===== config.mk =====
export PLATFORM = sky130hd
export DESIGN_NAME = countdown_timer
export DESIGN_NICKNAME = d
export VERILOG_FILES = /design/src/rtl/countdown_pkg.sv /design/src/rtl/bcd_digit_dec.sv /design/src/rtl/countdown_timer.sv
export SDC_FILE = /design/constraint.sdc
export NUM_CORES = 1
export LEC_CHECK = 0
export CELL_PAD_IN_SITES_DETAIL_PLACEMENT = 1
export CELL_PAD_IN_SITES_GLOBAL_PLACEMENT = 1
export CORE_ASPECT_RATIO = 0.75
export CORE_MARGIN = 2
export CORE_UTILIZATION = 32
export CTS_CLUSTER_DIAMETER = 120
export DETAILED_ROUTE_END_ITERATION = 7
export PLACE_DENSITY = 0.75
export SLEW_MARGIN = 20
export SYNTH_ARGS = -nofsm -noshare
export SYNTH_HDL_FRONTEND = slang
export SYNTH_SLANG_ARGS = --single-unit

===== constraint.sdc =====
create_clock -name CLKin -period 2.5 [get_ports CLKin]
set_clock_uncertainty 0.2 [all_clocks]
set_input_delay 0.5 -clock CLKin [delete_from_list [all_inputs] [get_ports CLKin]]
set_output_delay 0.5 -clock CLKin [all_outputs]
set_load 0.02 [all_outputs]

===== src/rtl/countdown_pkg.sv =====
// Shared types and constants for the MM:SS BCD countdown timer.
package countdown_pkg;

    typedef enum logic [1:0] {
        IDLE  = 2'd0,
        RUN   = 2'd1,
        PAUSE = 2'd2,
        DONE  = 2'd3
    } state_t;

    typedef logic [3:0] bcd_t;

    localparam bcd_t BCD_MAX      = 4'd9;
    localparam bcd_t SEC_TENS_MAX = 4'd5;

    function automatic bcd_t clamp_digit(input bcd_t d, input bcd_t lim);
        return (d > lim) ? lim : d;
    endfunction

    // Total remaining seconds of an MM:SS value; 99:59 fits in 13 bits.
    function automatic logic [12:0] total_secs(input logic [15:0] d);
        return (13'(d[15:12]) * 13'd600) + (13'(d[11:8]) * 13'd60)
             + (13'(d[7:4]) * 13'd10) + 13'(d[3:0]);
    endfunction

endpackage


===== src/rtl/bcd_digit_dec.sv =====
// One BCD digit of the down-counter: decrement on borrow-in, wrap to wrap_val at zero.
module bcd_digit_dec
    import countdown_pkg::*;
(
    input  bcd_t digit,
    input  logic borrow_in,
    input  bcd_t wrap_val,
    output bcd_t result,
    output logic borrow_out
);

    // Single-digit decrement with borrow propagation
    always_comb begin
        result     = digit;
        borrow_out = 1'b0;
        if (borrow_in) begin
            if (digit == 4'd0) begin
                result     = wrap_val;
                borrow_out = 1'b1;
            end else begin
                result     = digit - 4'd1;
                borrow_out = 1'b0;
            end
        end else begin
            result     = digit;
            borrow_out = 1'b0;
        end
    end

endmodule


===== src/rtl/countdown_timer.sv =====
// MM:SS BCD countdown timer driven by a 1 Hz slow_clk sampled in the CLKin domain.
// Optional warning output is enabled by defining TIMER_WARN_EN.
module countdown_timer
    import countdown_pkg::*;
#(
    parameter int WARN_SECS = 10
) (
    input  logic        CLKin,
    input  logic        clr_n,
    input  logic        slow_clk,
    input  logic        load,
    input  logic [7:0]  preset_mm,
    input  logic [7:0]  preset_ss,
    input  logic        start,
    input  logic        stop,
    output logic [15:0] digits,
    output logic        running,
    output logic        done,
    output logic        expired
`ifdef TIMER_WARN_EN
    ,
    output logic        warn
`endif
);

    state_t      state_r, state_next_s;
    logic        slow_q_r;
    logic        tick_s;
    logic        dec_s;
    logic [15:0] digits_r, digits_next_s;
    logic [15:0] dec_val_s;
    logic [4:0]  borrow_s;
    logic        running_r, done_r, expired_r;
    logic        running_next_s, done_next_s, expired_next_s;

    assign tick_s      = slow_clk & ~slow_q_r;
    assign dec_s       = (state_r == RUN) && tick_s && !load && !stop && !start;
    assign borrow_s[0] = dec_s;

    bcd_digit_dec u_s_units (.digit(digits_r[3:0]),   .borrow_in(borrow_s[0]), .wrap_val(BCD_MAX),
                             .result(dec_val_s[3:0]),   .borrow_out(borrow_s[1]));
    bcd_digit_dec u_s_tens  (.digit(digits_r[7:4]),   .borrow_in(borrow_s[1]), .wrap_val(SEC_TENS_MAX),
                             .result(dec_val_s[7:4]),   .borrow_out(borrow_s[2]));
    bcd_digit_dec u_m_units (.digit(digits_r[11:8]),  .borrow_in(borrow_s[2]), .wrap_val(BCD_MAX),
                             .result(dec_val_s[11:8]),  .borrow_out(borrow_s[3]));
    bcd_digit_dec u_m_tens  (.digit(digits_r[15:12]), .borrow_in(borrow_s[3]), .wrap_val(BCD_MAX),
                             .result(dec_val_s[15:12]), .borrow_out(borrow_s[4]));

    // Counter next value: clamped preset on load, otherwise decrement (never below 00:00)
    always_comb begin
        digits_next_s = digits_r;
        if (load) begin
            digits_next_s = {clamp_digit(preset_mm[7:4], BCD_MAX),
                             clamp_digit(preset_mm[3:0], BCD_MAX),
                             clamp_digit(preset_ss[7:4], SEC_TENS_MAX),
                             clamp_digit(preset_ss[3:0], BCD_MAX)};
        end else if (dec_s && !borrow_s[4]) begin
            digits_next_s = dec_val_s;
        end else begin
            digits_next_s = digits_r;
        end
    end

    // Next-state logic; command priority load > stop > start > tick
    always_comb begin
        state_next_s = state_r;
        if (load) begin
            state_next_s = IDLE;
        end else begin
            case (state_r)
                IDLE, PAUSE: begin
                    if (stop)
                        state_next_s = state_r;
                    else if (start)
                        state_next_s = (digits_r == 16'h0000) ? DONE : RUN;
                    else
                        state_next_s = state_r;
                end
                RUN: begin
                    if (stop)
                        state_next_s = PAUSE;
                    else if (!start && tick_s && (digits_r == 16'h0001))
                        state_next_s = DONE;
                    else
                        state_next_s = RUN;
                end
                DONE:    state_next_s = DONE;
                default: state_next_s = IDLE;
            endcase
        end
    end

    // Output decode from the upcoming state so the registered flags track state_r
    always_comb begin
        running_next_s = (state_next_s == RUN);
        done_next_s    = (state_next_s == DONE);
        expired_next_s = (state_next_s == DONE) && (state_r != DONE);
    end

    // State, counter, slow_clk sampler and output registers
    always_ff @(posedge CLKin) begin
        if (!clr_n) begin
            state_r   <= IDLE;
            slow_q_r  <= 1'b1;
            digits_r  <= 16'h0000;
            running_r <= 1'b0;
            done_r    <= 1'b0;
            expired_r <= 1'b0;
        end else begin
            state_r   <= state_next_s;
            slow_q_r  <= slow_clk;
            digits_r  <= digits_next_s;
            running_r <= running_next_s;
            done_r    <= done_next_s;
            expired_r <= expired_next_s;
        end
    end

    assign digits  = digits_r;
    assign running = running_r;
    assign done    = done_r;
    assign expired = expired_r;

`ifdef TIMER_WARN_EN
    logic        warn_r, warn_next_s;
    logic [12:0] secs_next_s;

    assign secs_next_s = total_secs(digits_next_s);

    // Warning level: running or paused with 1..WARN_SECS seconds left
    always_comb begin
        warn_next_s = 1'b0;
        if ((state_next_s == RUN) || (state_next_s == PAUSE))
            warn_next_s = (secs_next_s != 13'd0) && (secs_next_s <= 13'(WARN_SECS));
        else
            warn_next_s = 1'b0;
    end

    // Warning register
    always_ff @(posedge CLKin) begin
        if (!clr_n)
            warn_r <= 1'b0;
        else
            warn_r <= warn_next_s;
    end

    assign warn = warn_r;
`endif

endmodule


; Word-level counts from Yosys, hierarchy flattened
; Index checks and enable logic that the tools add are counted.
[op_classes]
magnitude_cmp = 4
reduce_logical = 28
n_mux = 29
add_sub_neg = 4
eq_ne = 7
bitwise = 2
[ops]
columns = cell, count
row1 = 4-bit 2-to-1 mux, 12
row2 = 16-bit 2-to-1 mux, 2
row3 = 16-bit by 1-bit == test with 1-bit output (second input constant), 1
row4 = 16-bit logical NOT, 1
row5 = 4-bit logical NOT, 4
row6 = 4-bit by 1-bit subtractor with 4-bit output (second input constant), 4
row7 = 4-bit > comparator (second input constant), 3
row8 = 2-bit 2-to-1 mux, 6
row9 = 2-bit nonzero test, 5
row10 = 1-bit logical AND, 8
row11 = 1-bit 2-to-1 mux, 8
row12 = 2-bit AND reduction, 4
row13 = 2-bit == test (second input constant), 3
row14 = 2-bit case mux with 3 select lines, 1
row15 = 2-bit by 1-bit == test with 1-bit output (second input constant), 2
row16 = 4-bit by 3-bit > comparator with 1-bit output (second input constant), 1
row17 = 1-bit logical NOT, 4
row18 = 2-bit logical NOT, 1
row19 = 2-bit inequality test (second input constant), 1
row20 = 2-bit OR reduction, 1
row21 = 1-bit AND, 1
row22 = 1-bit inverter, 1
[word_totals]
out_inout_bits = 19
wordCells = 83
input_bits = 22
register_bits = 22

; Longest topological paths before layout
; Gate-level depths: netlist of run 1.
[depth]
word_depth = 14
ltp_mapped = 6
depth_no_buf = 5

; Modules after synthesis
; Synthesis of run 1 repeated with hierarchy kept, for this count alone.
[hier_totals]
hier_cells = 215
hier_area_um2 = 1816.7
[modules_own_cells]
columns = mod, n_inst, cells_per_inst, seq_area_each_um2, area_per_inst_um2
row1 = countdown_timer, 1, 123, 440.4, 1176.1
row2 = bcd_digit_dec, 4, 23, 0.0, 160.2

; Least setup slack after synthesis of run 1
; Ideal clock, no wire load.
[synth_timing]
path_kind = input to register
from = input start
to = register digits_r[6], in the netlist digits[6]
arrival_time_ps = 1925
t_required_ps = 2226
path_buffers = 0
stages = 5
setup_ps = 74
path_slack_ps = 301
cell_sequence = nor3b_2 nand3_4 or4b_4 or3_1 a31oi_1
[synth_between]
elab_chain_cells = 10
word_cells_on_any_way = 11
classes_between = mux: 4 / reduce/logical: 7
[synth_rtl]
columns = item, line
row1 = start: declaration, countdown_timer.sv:14  ; input logic start,
row2 = 1-bit logical NOT *, countdown_timer.sv:37  ; assign dec_s = (state_r == RUN) && tick_s && !load && !stop && !start;
row3 = 1-bit logical AND *, countdown_timer.sv:37
row4 = 1-bit 2-to-1 mux (4 in a row), bcd_digit_dec.sv:16  ; if (borrow_in) begin
row5 = 1-bit logical NOT, countdown_timer.sv:57  ; end else if (dec_s && !borrow_s[4]) begin
row6 = 1-bit logical AND, countdown_timer.sv:57
row7 = 2-bit nonzero test (no source line), -
row8 = 2-bit AND reduction (no source line) *, -
row9 = end signal: assignment, countdown_timer.sv:112  ; digits_r <= digits_next_s;
row10 = end: declaration, countdown_timer.sv:30  ; logic [15:0] digits_r, digits_next_s;
; Mark *: on every way between the ends. The rest lies on a longest branch, timed or not.
; A chain may end at the register's enable or synchronous reset.

; Worst setup path in the final report of run 1
[layout_timing]
from = input stop
to = register digits_r[14], in the netlist digits[14]
[layout_between]
elab_chain_cells = 11
word_cells_on_any_way = 12
classes_between = mux: 4 / reduce/logical: 8
[layout_rtl]
columns = item, line
row1 = start: declaration, countdown_timer.sv:15  ; input logic stop,
row2 = 1-bit logical NOT *, countdown_timer.sv:37
row3 = 1-bit logical AND * (2 in a row), countdown_timer.sv:37
row4 = 1-bit 2-to-1 mux (4 in a row), bcd_digit_dec.sv:16
row5 = 1-bit logical NOT, countdown_timer.sv:57
row6 = 1-bit logical AND, countdown_timer.sv:57
row7 = 2-bit nonzero test (no source line), -
row8 = 2-bit AND reduction (no source line) *, -
; Marked as above.

==> qor_table.md, run 1 <==
| Item | Value |
|:---|:---|
| Die outline area | 0.004311 mm² |
| Worst Setup End Kind | flop |
| YS warnings | 0 |
| Total standard cell area after synthesis | 0.001215 mm² |
| Pwr/cell area | 447.7 mW/mm² |
| H-Tree Depth | 1 |
| Core Footprint | 0.003661 mm² |
| Post-DP Area | 0.001774 mm² |
| Clock sink count | 22 |
| Most common flop cell mapped by yosys | dfxtp_1 |
| Number of optimization iterations in the first detailed-route pass | 4 |
| WP data required | 2.47 ns |
| Portion of the post-synthesis area used by sequential elements | 0.3625 |
| Fraction of synthesis flops using an asynchronous set or reset pin | 0 |
| Net count after synthesis | 169 |
| Endpoint arrival time on the critical path | 2.35 ns |
| Tightest Pin Transition | 0.5991 ns |
| Number of nets in the layout | 225 |
| Via/cell ratio | 5.482 |
| Normalized max-slew margin | 0.5969 |
| Detailed-placement wirelength estimate | 3.359 mm |
| Total via count in the routed design | 1,387 |
| ANT nets after route | 0 |
| Portion of the clock cycle consumed by the worst path in the final layout | 0.9512 |
| DRT iter0 DRCs | 74 |
| Unrepaired setup endpoints after global routing | no |
| Distinct cell type count of the synthesized netlist | 43 |
| Final sum of negative setup slack | 0 ns |
| Pin count of the biggest net entering global routing | 13 |
| Area added between synthesis and finish | 49.95% |
| Final instance area | 0.001822 mm² |
| CTS Root Cell | clkbuf_8 |
| Overall die height | 57.36 µm |
| Fin. Hold Viols | 0 |
| Via count of the first global-routing pass | 1,376 |
| Setup violations, final | 0 |
| Remaining design rule violation count | 0 |
| Final setup margin | 0.1221 ns |
| Flip-flop and latch count after synthesis | 22 |
| Wire length of the first global-routing pass | 6.768 mm |
| Number of I/O pins | 41 |
| Max capacitance violation total | 0 |
| Mean instance size in the synthesized netlist | 8.265 µm² |
| Register clock-pin slew on the reported worst setup and hold paths | 0.08 ns |
| Insertion delay of the later-clocked pin in the worst-skew pair | 0.26 ns |
| Number of buffers inserted by hold repair at cts | 0 |
| Remaining global-route overflow | 0 |
| Type of the setup path with the least slack | in2reg |
| Pre-CTS worst setup slack | -0.1998 ns |
| Result of the run | finished clean |
| Final weighted congestion in routability-driven placement | 0.8297 |
| Fraction of layout cells with a size suffix above 1 | 0.1144 |
| Effective utilization at floorplan | 0.3319 |
| Number of antenna violations at the first check in global routing | 0 |
| N_diodes | 0 |
| Max VDD drop | 216.7 µV |
| Post-route worst hold slack | 0.3115 ns |
| Avg WL per Cell | 16.42 µm |
| CTS tree | built |
| Setup slack of the most critical reg-to-reg path | 0.32 ns |
| Die width | 75.15 µm |
| Count of buffers inserted at the top-level ports | 40 |
| Overall fraction of global-route tracks in use | 0.2096 |
| Number of enable flip-flop cells after synthesis | 0 |
| Final min period | 2.378 ns |
| Maximum operating frequency | 420.5 MHz |
| Leak Pwr | 0.0006428 µW |
| Count of pins over their slew limit | 0 |
| Maximum root-to-sink buffer count | 2 |
| Critical path peak fanout | 4 |
| Final WL | 4.155 mm |
| Worst Hold Class | reg2reg |
| Tot Pwr | 815.5 µW |
| FP Rows | 19 |
| Number of buffers created by CTS | 3 |
| Startpoint type of the worst setup path | primary input |
| Post-Syn Instances | 147 |
==> stage by stage <==
stage               utilization  std cells
floorplan                     -        147
global placement         0.4846        250
detailed placement       0.4846        250
CTS                      0.4959        253
global route             0.4976        253
finish                   0.4976        253
==> per-layer routing <==
layer | GRT usage | share of wire | vias to the layer above
li1 | - | - | 665
met1 | 0.2774 | 0.44 | 673
met2 | 0.3333 | 0.50 | 40
met3 | 0.05300 | 0.039 | 9
met4 | 0.07018 | 0.017 | 0
met5 | 0 | 0 | -
==> sequential cells by signal (all words and copies together), names as in the netlist <==
register / count
running: 1
state_r: 2
expired: 1
done: 1
digits: 16
slow_q_r: 1
==> critical path, cell delays in order <==
cell	delay [ns]
clkdlybuf4s50_1	0.46
buf_4	0.17
nor4b_1	0.36
nand4b_1	0.20
nor4_1	0.38
nor3_1	0.08
a211oi_1	0.20
==> cells in the final DEF, fill, tap and decap left out, types with 2 or more instances in the layout <==
cell / n
o21ai_0: 7
nand3_1: 2
o32ai_1: 3
nor2b_1: 3
o21a_1: 3
nor3_1: 2
clkbuf_8: 3
or3_1: 3
nor4b_1: 2
a21oi_1: 9
clkdlybuf4s50_1: 40
nor3b_1: 2
or2_2: 2
o22ai_1: 2
a31oi_1: 4
dfxtp_1: 22
nor4_1: 8
and3_1: 2
mux2i_1: 5
nor3b_4: 2
or4_1: 2
o31ai_1: 4
inv_1: 4
nor2_1: 15
buf_4: 14
xnor2_1: 2
nand2_1: 16
a211oi_1: 2
==> worst paths after layout <==
path / from / endpoint / depth (start not counted)
setup / recovery: stop / digits[14] / 7
hold / removal: digits[7] / digits[7] / 1
setup reg to reg: digits[4] / digits[11] / 5
hold reg to reg: digits[7] / digits[7] / 1
==> cell usage after synthesis, drive strengths merged (3+ instances only) <==
cell type | count | area, µm²
nor4 | 8 | 50.05
a21oi | 9 | 45.04
nor2 | 15 | 56.30
dfxtp | 22 | 440.4
clkbuf | 3 | 11.26
nor3b | 4 | 46.29
o32ai | 3 | 26.28
a31oi | 4 | 25.02
or3 | 3 | 18.77
mux2i | 5 | 50.05
o21ai | 7 | 35.03
nand2 | 16 | 60.06
inv | 4 | 15.01
nand3 | 3 | 27.53
o31ai | 4 | 30.03
o21a | 3 | 22.52
nor2b | 3 | 18.77
==> cell families (layout without fill, tap and decap cells) <==
family,count (synthesis),count (layout),synth area share
AO/OA/AOI/OAI,38,38,0.2018
multiplexers,5,5,0.04120
AND/OR/NAND/NOR,71,71,0.3481
flip-flops,22,22,0.3625
XOR/XNOR,3,3,0.02163
buffers and inverters,8,62,0.02471
==> layout make-up <==
type	count	area (µm²)
repair buffers	54	505.5
clock buffers	3	41.29
well taps	52	65.06
inverters	5	18.77
fillers	446	1839
multi-input cells	117	750.7
flip-flops and latches	22	440.4
==> timing repair <==
item / in CTS / in global routing
setup buffers: 0 / 0
resized for setup: 0 / 1
endpoints found under the setup margin: 0 / 1
hold endpoints to repair: 0 / 0
==> report_power, final <==
part	switching (µW)	internal (µW)	total [µW]	leakage [µW]
registers	25.9	367	393	0.000181
logic	100	104	204	0.000440
clock network	111	108	219	0.0000216
Power figures use the tool's default switching activity.
==> run 2, diff against run 1 <==
CORE_ASPECT_RATIO = default   (was 0.75)
==> qor_table.md, run 2 (synthesis gave the netlist of run 1 again) <==
| Item | Value | Delta |
|:---|:---|:---|
| Avg WL per Cell | 15.56 µm | -5.3% |
| Count of pins over their slew limit | 0 | unchanged |
| Die width | 65.62 µm | -13% |
| Crit path max-delay cell type | or4b_4 |  |
| Final instance area | 0.001809 mm² | -0.69% |
| Normalized max-slew margin | 0.6438 | +0.04687 |
| Die outline area | 0.004305 mm² | -0.12% |
| Setup violations, final | 0 | unchanged |
| Number of buffers created by CTS | 3 | unchanged |
| Startpoint of the most critical hold path | digits[7] |  |
| Critical path peak fanout | 7 | +3 |
| Max VDD drop | 172.8 µV | -20% |
| Type of the setup path with the least slack | in2reg |  |
| FP Rows | 22 | +3 |
| Max capacitance violation total | 0 | unchanged |
| Effective utilization at floorplan | 0.3319 | unchanged |
| Commonest non-fill, non-tap cell in the layout | clkdlybuf4s50_1 |  |
| Worst Setup End Kind | flop |  |
| N_diodes | 0 | unchanged |
| Post-route worst hold slack | 0.3240 ns | +0.01252 ns |
| Worst setup startpoint | stop |  |
| Wire length of the first global-routing pass | 6.582 mm | -2.7% |
| Insertion delay of the later-clocked pin in the worst-skew pair | 0.26 ns | about the same |
| Clock sink count | 22 | unchanged |
| Pwr/cell area | 449.7 mW/mm² | +0.45% |
| Seq. cell area | 440.4 µm² | unchanged |
| Remaining design rule violation count | 0 | unchanged |
| Detailed-placement wirelength estimate | 2.993 mm | -11% |
| Result of the run | finished clean |  |
| Pin count of the biggest net entering global routing | 15 | +2 |
| Maximum root-to-sink buffer count | 2 | unchanged |
| ANT nets after route | 0 | unchanged |
| FILL cells | 475 | +6.5% |
| Overall die height | 65.62 µm | +14% |
| Number of optimization iterations in the first detailed-route pass | 4 | unchanged |
| Leading cell types in the layout, fill and taps excluded | clkdlybuf4s50_1, dfxtp_1, nand2_1, nor2_1, buf_4 |  |
| Source of the worst register-to-register timing path | digits[4] |  |
| Maximum single-stage delay on the critical path | 0.54 ns | +0.08 ns |
| H-Tree Depth | 1 | unchanged |
| Cell Chain, Critical Path | clkdlybuf4s50_1, nor3b_4, nand3_4, or4b_4, or3_1, a31oi_1 |  |
| Via count of the first global-routing pass | 1,435 | +4.3% |
| Number of antenna violations at the first check in global routing | 0 | unchanged |
| Portion of the clock cycle consumed by the worst path in the final layout | 0.9627 | +0.01149 |
| Final weighted congestion in routability-driven placement | 0.8100 | -2.4% |
| Unrepaired setup endpoints after global routing | no |  |
| Area added between synthesis and finish | 48.92% |  |
| Maximum operating frequency | 415.5 MHz | -1.2% |
| Endpoint arrival time on the critical path | 2.41 ns | +0.06 ns |
| Final WL | 3.858 mm | -7.1% |
| Max reg flops | 16 | unchanged |
| WP data required | 2.50 ns | +0.03 ns |
| Fin. Hold Viols | 0 | unchanged |
| Startpoint type of the worst setup path | primary input |  |
| Post-DP Area | 0.001762 mm² | -0.71% |
| Core Footprint | 0.003661 mm² | unchanged |
| CTS tree | built |  |
| Register clock-pin slew on the reported worst setup and hold paths | 0.08 ns | about the same |
| Tightest Pin Transition | 0.5294 ns | -0.06967 ns |
| Number of nets in the layout | 224 | -0.44% |
| Count of buffers inserted at the top-level ports | 40 | unchanged |
| Cell family contributing the most delay on the critical path | simple AND/OR/NAND/NOR gates |  |
| Leak Pwr | 0.0006380 µW | -0.74% |
| Via/cell ratio | 5.456 | -0.48% |
| Worst Hold Class | reg2reg |  |
| Final min period | 2.407 ns | +0.02873 ns |
| Area of the multi-input gates | 750.7 µm² | unchanged |
| Overall fraction of global-route tracks in use | 0.1980 | -0.01163 |
| Worst path bufs/invs | 1 | -1 |
| Remaining global-route overflow | 0 | unchanged |
| Number of I/O pins | 41 | unchanged |
| CTS Root Cell | clkbuf_8 |  |
| DRT iter0 DRCs | 70 | -5.4% |
| Fraction of layout cells with a size suffix above 1 | 0.1100 | -0.004428 |
| Total via count in the routed design | 1,353 | -2.5% |
[run 2: changes by cell type in the layout (fill, tap and decap cells not counted), sizes merged]
cell | before | now
buf | 14 | 13
[run 2: worst register-to-register path, stage by stage (launching register included)]
cell and delay (ns):
dfxtp_1 0.36, nor4_1 0.44, nand2_1 0.14, or2_2 0.35
or4_1 0.41, a31oi_1 0.16
[run 2: through the flow]
stage	setup WS [ns]	utilization	cells	TNS, ns	power (µW)
final	0.09335	0.4942	248	0	813.6
after global routing	0.01918	0.4942	248	0	861.7
after CTS	0.05505	0.4925	248	0	818.9
after detailed placement	-0.2258	0.4812	245	-0.5896	597.9
after global placement	-0.1165	0.4812	245	-0.1890	591.1
after floorplan	0.3009	-	147	0	486.4
[run 2: cell type report]
| type | instances | share of cell area |
|---|---|---|
| clock buffer | 3 | 0.02282 |
| sequential | 22 | 0.2434 |
| timing repair buffer | 53 | 0.2752 |
| multi-input combinational | 117 | 0.4149 |
| inverter | 5 | 0.01037 |
| tap | 48 | 0.03319 |
[run 2: path summary, 6_finish.rpt]
path                     end  slack, ns  depth (start not counted)
setup reg to reg  digits[11]       0.37                          5
hold / removal     digits[7]       0.32                          1
hold reg to reg    digits[7]       0.32                          1
setup / recovery   digits[6]       0.09                          6
[run 2: repair_timing]
item                                    4_1_cts  5_1_grt
endpoints found under the hold margin         0        0
resized for setup                             0        1
setup buffers                                 0        0
endpoints found under the setup margin        0        1
hold buffers                                  0        0
[run 2: metal layers]
metal | routed length [µm] | global-route usage
met2 | 1980 | 0.3686
met4 | 53 | 0.05729
met5 | 0 | 0
met3 | 157 | 0.03253
met1 | 1666 | 0.2306
[run 2: where the power goes]
group	leakage (µW)	internal, µW	switching [µW]	total, µW
logic	0.000436	102	96.6	199
registers	0.000181	367	25.9	393
clock network	0.0000216	108	114	222
